## src/rtl/dir_manager.sv

```systemverilog
// Directional port manager for a mesh node.
// Resolves the source and destination target codes of the current instruction
// to the four neighbour channels, drives the valid/ready handshakes and
// remembers the last port used by an ANY transfer.
module dir_manager #(
  parameter logic [2:0] TARGET_NIL   = 3'd0,
  parameter logic [2:0] TARGET_ACC   = 3'd1,
  parameter logic [2:0] TARGET_UP    = 3'd2,
  parameter logic [2:0] TARGET_DOWN  = 3'd3,
  parameter logic [2:0] TARGET_LEFT  = 3'd4,
  parameter logic [2:0] TARGET_RIGHT = 3'd5,
  parameter logic [2:0] TARGET_ANY   = 3'd6,
  parameter logic [2:0] TARGET_LAST  = 3'd7
) (
  input  logic               clk,
  input  logic               reset,
  input  logic [2:0]         src,
  input  logic [2:0]         dst,
  input  logic signed [10:0] left_in_data,
  input  logic               left_in_valid,
  output logic               left_in_ready,
  input  logic signed [10:0] right_in_data,
  input  logic               right_in_valid,
  output logic               right_in_ready,
  input  logic signed [10:0] up_in_data,
  input  logic               up_in_valid,
  output logic               up_in_ready,
  input  logic signed [10:0] down_in_data,
  input  logic               down_in_valid,
  output logic               down_in_ready,
  output logic signed [10:0] left_out_data,
  output logic               left_out_valid,
  input  logic               left_out_ready,
  output logic signed [10:0] right_out_data,
  output logic               right_out_valid,
  input  logic               right_out_ready,
  output logic signed [10:0] up_out_data,
  output logic               up_out_valid,
  input  logic               up_out_ready,
  output logic signed [10:0] down_out_data,
  output logic               down_out_valid,
  input  logic               down_out_ready,
  output logic               clk_en,
  output logic signed [10:0] dir_src_data,
  input  logic signed [10:0] dir_dst_data
);

  // Internal port index: 0 left, 1 right, 2 up, 3 down (also ANY priority order).
  localparam logic [1:0] PortLeft  = 2'd0;
  localparam logic [1:0] PortRight = 2'd1;
  localparam logic [1:0] PortUp    = 2'd2;
  localparam logic [1:0] PortDown  = 2'd3;

  logic signed [10:0] in_data [4];
  logic signed [10:0] out_data [4];
  logic [3:0] in_valid, out_ready, in_ready, out_valid;

  logic       src_hit, dst_hit, src_ok, dst_ok;
  logic [1:0] src_port, dst_port;
  logic       last_vld_q;
  logic [1:0] last_port_q;

  assign in_data[0] = left_in_data;
  assign in_data[1] = right_in_data;
  assign in_data[2] = up_in_data;
  assign in_data[3] = down_in_data;
  assign in_valid   = {down_in_valid, up_in_valid, right_in_valid, left_in_valid};
  assign out_ready  = {down_out_ready, up_out_ready, right_out_ready, left_out_ready};

  assign left_in_ready   = in_ready[0];
  assign right_in_ready  = in_ready[1];
  assign up_in_ready     = in_ready[2];
  assign down_in_ready   = in_ready[3];
  assign left_out_valid  = out_valid[0];
  assign right_out_valid = out_valid[1];
  assign up_out_valid    = out_valid[2];
  assign down_out_valid  = out_valid[3];
  assign left_out_data   = out_data[0];
  assign right_out_data  = out_data[1];
  assign up_out_data     = out_data[2];
  assign down_out_data   = out_data[3];

  // Resolve the source code to a port (ANY picks the first valid input).
  always_comb begin
    src_hit  = 1'b0;
    src_port = PortLeft;
    case (src)
      TARGET_NIL, TARGET_ACC: ;
      TARGET_LEFT:  begin src_hit = 1'b1; src_port = PortLeft;  end
      TARGET_RIGHT: begin src_hit = 1'b1; src_port = PortRight; end
      TARGET_UP:    begin src_hit = 1'b1; src_port = PortUp;    end
      TARGET_DOWN:  begin src_hit = 1'b1; src_port = PortDown;  end
      TARGET_ANY: begin
        src_hit = |in_valid;
        if (in_valid[0])      src_port = PortLeft;
        else if (in_valid[1]) src_port = PortRight;
        else if (in_valid[2]) src_port = PortUp;
        else                  src_port = PortDown;
      end
      TARGET_LAST:  begin src_hit = last_vld_q; src_port = last_port_q; end
      default: ;
    endcase
  end

  // Resolve the destination code to a port (ANY picks the first ready output).
  always_comb begin
    dst_hit  = 1'b0;
    dst_port = PortLeft;
    case (dst)
      TARGET_NIL, TARGET_ACC: ;
      TARGET_LEFT:  begin dst_hit = 1'b1; dst_port = PortLeft;  end
      TARGET_RIGHT: begin dst_hit = 1'b1; dst_port = PortRight; end
      TARGET_UP:    begin dst_hit = 1'b1; dst_port = PortUp;    end
      TARGET_DOWN:  begin dst_hit = 1'b1; dst_port = PortDown;  end
      TARGET_ANY: begin
        dst_hit = |out_ready;
        if (out_ready[0])      dst_port = PortLeft;
        else if (out_ready[1]) dst_port = PortRight;
        else if (out_ready[2]) dst_port = PortUp;
        else                   dst_port = PortDown;
      end
      TARGET_LAST:  begin dst_hit = last_vld_q; dst_port = last_port_q; end
      default: ;
    endcase
  end

  // Handshakes; an unresolved non-ANY target (NIL, ACC, empty LAST) never stalls.
  always_comb begin
    src_ok       = src_hit ? in_valid[src_port]  : (src != TARGET_ANY);
    dst_ok       = dst_hit ? out_ready[dst_port] : (dst != TARGET_ANY);
    clk_en       = src_ok & dst_ok;
    dir_src_data = src_hit ? in_data[src_port] : 11'sd0;
    for (int i = 0; i < 4; i++) begin
      in_ready[i]  = src_hit && (src_port == 2'(i)) && dst_ok;
      out_valid[i] = (dst == TARGET_ANY) ? src_ok
                                         : (dst_hit && (dst_port == 2'(i)) && src_ok);
      out_data[i]  = out_valid[i] ? dir_dst_data : 11'sd0;
    end
  end

  // LAST register: destination resolution of ANY wins over source resolution.
  always_ff @(posedge clk) begin
    if (!reset) begin
      last_vld_q  <= 1'b0;
      last_port_q <= PortLeft;
    end else if (clk_en) begin
      if (dst == TARGET_ANY) begin
        last_vld_q  <= dst_hit;
        last_port_q <= dst_port;
      end else if (src == TARGET_ANY) begin
        last_vld_q  <= src_hit;
        last_port_q <= src_port;
      end
    end
  end

endmodule

```

## config.mk

```make
export PLATFORM = sky130hd
export DESIGN_NAME = dir_manager
export DESIGN_NICKNAME = d
export VERILOG_FILES = /design/src/rtl/dir_manager.sv
export SDC_FILE = /design/constraint.sdc
export NUM_CORES = 1
export LEC_CHECK = 0
export CAP_MARGIN = 30
export CORE_AREA = 3 3 72 74
export CTS_CLUSTER_DIAMETER = 200
export CTS_CLUSTER_SIZE = 28
export DETAILED_ROUTE_END_ITERATION = 16
export DIE_AREA = 0 0 75 77
export PLACE_DENSITY = 0.8
export SLEW_MARGIN = 20
export SYNTH_ARGS = -nofsm -noshare
export SYNTH_HDL_FRONTEND = slang
export SYNTH_SLANG_ARGS = --single-unit
```

## constraint.sdc

```tcl
create_clock -name clk -period 3.3 [get_ports clk]
set_input_delay 0.66 -clock clk [delete_from_list [all_inputs] [get_ports clk]]
set_output_delay 0.66 -clock clk [all_outputs]
set_load 0.01 [all_outputs]
```

; Word level (Yosys, flattened, before mapping)
; Index checks and enable logic that the tools add are counted.
[op_classes]
order_cmp = 3
eq_ne = 20
muxes = 32
bitwise_logic = 2
reduce_logical = 24
[ops]
columns = operator, count
row1 = $mux 11, 7
row2 = $eq 3x3->1 const B, 8
row3 = $bmux 11 s2, 1
row4 = $pmux 2 s5, 2
row5 = $logic_and 1x1->1, 16
row6 = $reduce_or 4->1, 4
row7 = $eq 3x2->1 const B, 4
row8 = $mux 1, 12
row9 = $mux 2, 6
row10 = $eq 2x2->1 const B, 4
row11 = $lt 2x3->1 const B, 2
row12 = $ne 3x3->1 const B, 2
row13 = $pmux 1 s3, 2
row14 = $bmux 1 s2, 2
row15 = $eq 2x1->1 const B, 2
row16 = $logic_not 2->1, 2
row17 = $ge 3x3->1 const B, 1
row18 = $not 2->3, 1
row19 = $reduce_and 2->1, 1
row20 = $reduce_bool 2->1, 1
row21 = $and 1x1->1, 1
[word_totals]
ff_bits = 3
input_bits = 71
output_inout_bits = 64

; Depth between registers and ports, before layout
[logic_depth]
ltp_word = 10
ltp_mapped = 9

; Worst setup path before layout
; Ideal clock, no wire load.
[synth_timing]
path_type = input to output
start = input port dst[0]
end = output port down_in_ready
arrival_ps = 2263
setup_slack_ps = 377
path_stages = 8
path_buffers = 2
cell_sequence = buf_4 and4bb_4 a311o_2 a21oi_1 o311a_1 or2_1 buf_6 nor3_1
[synth_between]
elab_chain_len = 6
word_cells_on_any_way = 14
cone_classes = eq/ne: 7 / mux: 5 / reduce/logical: 2
[synth_rtl]
columns = item, line_no
row1 = "start, declared", 18  ; input logic [2:0] dst,
row2 = $eq 3x3->1 / $eq 3x2->1 (equally long branches), 109  ; case (dst)
row3 = $pmux 2 s5, 109
row4 = $bmux 1 s2, 130  ; dst_ok = dst_hit ? out_ready[dst_port] : (dst != TARGET_ANY);
row5 = $mux 1 (not written as such), 130
row6 = $mux 1 *, 130
row7 = $logic_and 1x1->1 *, 134  ; in_ready[i] = src_hit && (src_port == 2'(i)) && dst_ok;
row8 = "end, declared", 30  ; output logic down_in_ready,
; Every way passes the cells marked *; elsewhere a longest branch is shown, timed or not. The select of a mux whose other input is x is not followed.

; Worst setup path in the final report
[layout_timing]
start = input port right_in_valid
end = output port right_out_data[1]
[layout_between]
elab_chain_len = 9
word_cells_on_any_way = 11
cone_classes = mux: 9 / reduce/logical: 2
[layout_rtl]
columns = item, line_no
row1 = "start, declared", 23  ; input logic right_in_valid,
row2 = $mux 2, 96  ; else if (in_valid[1]) src_port = PortRight;
row3 = $mux 2, 95  ; if (in_valid[0]) src_port = PortLeft;
row4 = $pmux 2 s5, 87  ; case (src)
row5 = $bmux 1 s2, 129  ; src_ok = src_hit ? in_valid[src_port] : (src != TARGET_ANY);
row6 = $mux 1 (not written as such), 129
row7 = $mux 1 *, 129
row8 = $logic_and 1x1->1, 136  ; : (dst_hit && (dst_port == 2'(i)) && src_ok);
row9 = $mux 1 *, 135  ; out_valid[i] = (dst == TARGET_ANY) ? src_ok
row10 = $mux 11 *, 137  ; out_data[i] = out_valid[i] ? dir_dst_data : 11'sd0;
row11 = "end, declared", 34  ; output logic signed [10:0] right_out_data,
; Marks and branches as above.

==> results.md <==
- IO Pins: 135
- Setup TNS: 0 ns
- CTS tree: built
- Worst vdd ir: between 0.0001 and 0.00015 V
- PwrDens: 189 mW/mm^2
- Sequential power share: 7.2%
- CTS clk-pin slew, worst paths: around 0.03 ns
- Asr flop ratio synth: 0%
- Tmin final: between 3 and 4 ns
- Slowest cell delay on critical path: 0.38 ns
- Pre-CTS setup slack: -0.693 ns
- Remaining Overflow, GRT: 0
- RSZ-0062 raised after global routing: yes
- Switch share: about 37%
- YS warnings: 0
- Post-synth EDFFs: 0
- Largest net degree at the start of global routing: 13
- Max-Cap Viols: 0
- H-tree levels: 1
- Syn Area/Cell: roughly 7.2 um^2
- Clock group share of total power: approximately 18%
- Final GP Congestion: 0.927
- Placed Area: just over 0.003 mm^2
- Most frequent cells in the layout: clkdlybuf4s50_1 (58), buf_4 (49), and2_1 (44)
- Cells after Synth: about 200
- Post-Syn Area: roughly 0.0014 mm^2
- Via count: approximately 2,200
- Sw Pwr: between 0.2 and 0.25 mW
- Vias in the first global route: approximately 2,200
- Logic pwr share: 75.0%
- Commonest non-fill, non-tap cell in the layout: clkdlybuf4s50_1
- Worst Tran Pin Value: 0.407 ns
- Slew margin rel.: between 70% and 80%
- Clock Sinks: 3
- Worst Path Arrival: roughly 2.6 ns
- DRT antenna net count: 0
- Port Buf Inserts: about 130
- Hold Buf Count CTS: 0
- Top cell by count, worst path: dlygate4sd2_1
- GRT Util Overall: 21.1%
- Finished Layout Cells: 430
- CORE AREA: between 0.004 and 0.005 mm^2
- DRT iter0 DRCs: about 100
- Sequential share of the synthesized area: between 4 and 5%
- Initial core utilization: a little under a third
- Wirelength, routed: between 6 and 7 mm
- First-pass GRT wire length: 10.1 mm
- Synth-to-layout area growth: 126%
- Final nets: 451
- P_leak: ~1.5 nW
- Crit end category: output port
- Total Power: between 0.5 and 0.6 mW
- Family with the most delay on the worst path: buffers and inverters
- Setup violators final: 0
- Clk_skew: 0.000276 ns
- Die ar.: slightly below 0.006 mm^2
- Share of layout cells above drive strength 1: 40.7%
- Initial antenna violation count: 0
- Antenna diodes: 0
- Max-slew violation total from the final report: 0
- Status: completed
- Register bit total from synthesis: 3
- Hold Path Class: reg2reg
- Int Pwr: 0.373 mW
- Row count: 25
- Worst-path fanout max: 5
- Die height: approximately 77 um
- Final Hold Viols: 0
- Bufs and invs on worst path: 4
- Placed cells: about 420
- Clock Latency Late Sink: ~0.21 ns
- Final period utilization: 98.3%
- DRC violations left: 0
- Drt wl/cell: between 10 and 15 um
- Top_reg_cell synth: dfxtp_1
- First drt pass iteration count: 4
- Maximum root-to-sink buffer count: 2
- CP cell instances: dlygate4sd2_1 > or3_4 > a31o_1 > nor3_4 > a211oi_4 > buf_6 > a21oi_2 > buf_4 > and2_1 > dlygate4sd2_1
- Die W: 75 um
- Syn Nets: about 270
- Worst path slowest cell: or3_4
- Fmax: 308 MHz
- WP data required: 2.64 ns
- HPWL Detailed: slightly above 5 mm
- CTS Root Buffer Type: clkbuf_8
- Via density per instance: between 5 and 6
- Final Cell Area: ~0.0032 mm^2
- Startpoint types: input port
- Count of different cell masters after synthesis: 55
- Critical setup path kind: in2out
- Setup slack after layout: around 0.055 ns
- CTS buffer count: 3
-- power by group through the flow --
stage | logic [mW] | registers [mW] | clock network [mW]
finish | 0.447 | 0.0428 | 0.106
global placement | 0.446 | 0.0430 | 0
floorplan | 0.184 | 0.0418 | 0
detailed placement | 0.452 | 0.0431 | 0
CTS | 0.450 | 0.0427 | 0.108
global route | 0.482 | 0.0428 | 0.114
-- state kept, by name, indices dropped and copies added (netlist names) --
register,flops
last_port_q,2
last_vld_q,1
-- path summary, 6_finish.rpt --
kind             startpoint                end  slack (ns)  cells after the start
max          right_in_valid  right_out_data[1]        0.05                     10
min              last_vld_q         last_vld_q        0.51                      1
max reg2reg  last_port_q[0]     last_port_q[0]        1.14                      8
min reg2reg      last_vld_q         last_vld_q        0.51                      1
-- what timing repair did --
item	in CTS	in global routing
gates resized for setup	187	59
gates cloned	1	0
buffers inserted	8	1
endpoints found under the setup margin	64	59
pin swaps	13	4
-- cell type report --
cell class | instances | area (um^2)
Sequential cell | 3 | 60.1
Tap cell | 54 | 67.6
Timing Repair Buffer | 192 | 1620
Multi-Input combinational cell | 166 | 1320
Inverter | 11 | 41.3
Fill cell | 404 | 1500
Clock buffer | 4 | 45.0
-- Yosys cell counts (2+ instances only) --
| master | instances | area share, % |
|---|---|---|
| and3b_1 | 4 | 2.5 |
| nor3_1 | 2 | 0.72 |
| o22ai_1 | 2 | 0.89 |
| or3_4 | 2 | 1.6 |
| ha_1 | 3 | 2.7 |
| o21ai_1 | 2 | 0.72 |
| a31oi_1 | 2 | 0.89 |
| a21oi_1 | 15 | 5.4 |
| nand2_1 | 3 | 0.80 |
| buf_4 | 2 | 1.1 |
| and2_1 | 45 | 20 |
| inv_1 | 11 | 3.0 |
| nor2_1 | 7 | 1.9 |
| a22oi_1 | 22 | 12 |
| nand2b_1 | 2 | 0.89 |
| clkbuf_1 | 4 | 1.1 |
| buf_6 | 2 | 1.6 |
| o311a_1 | 2 | 1.4 |
| a2bb2oi_1 | 2 | 1.3 |
| or2_1 | 2 | 0.89 |
| nor2b_1 | 3 | 1.3 |
| dfxtp_1 | 3 | 4.3 |
| o21ai_0 | 6 | 2.1 |
| buf_2 | 7 | 2.5 |
| nand3_1 | 2 | 0.72 |
| or2_2 | 3 | 1.3 |
| nor4_2 | 3 | 2.7 |
| a21oi_2 | 4 | 2.5 |
| o221a_1 | 2 | 1.6 |
-- layer usage --
metal / vias up / track usage, % / routed length [um] / share of wire [%]
li1: 1087 / - / - / -
met1: 1006 / 24.4 / 2460 / 38
met2: 84 / 39.5 / 3540 / 55
met3: 6 / 2.88 / 382 / 5.9
met4: 0 / 4.45 / 52 / 0.81
met5: - / 0 / 0 / 0
-- kinds of logic after synthesis --
kind of cell / count (synthesis) / share of synthesized area [%]
flops: 3 / 4.29
fa+ha+maj: 3 / 2.68
simple gates: 89 / 43.8
compound gates: 74 / 40.0
buf+inv: 26 / 9.21
-- metrics by stage --
step | hold WS (ns) | util (%)
2_1_floorplan | 0.454 | -
3_3_place_gp | 0.481 | 66.9
3_5_place_dp | 0.489 | 66.9
4_1_cts | 0.502 | 70.1
5_1_grt | 0.522 | 67.8
6_report | 0.507 | 67.8
(Power assumes the default switching activity.)
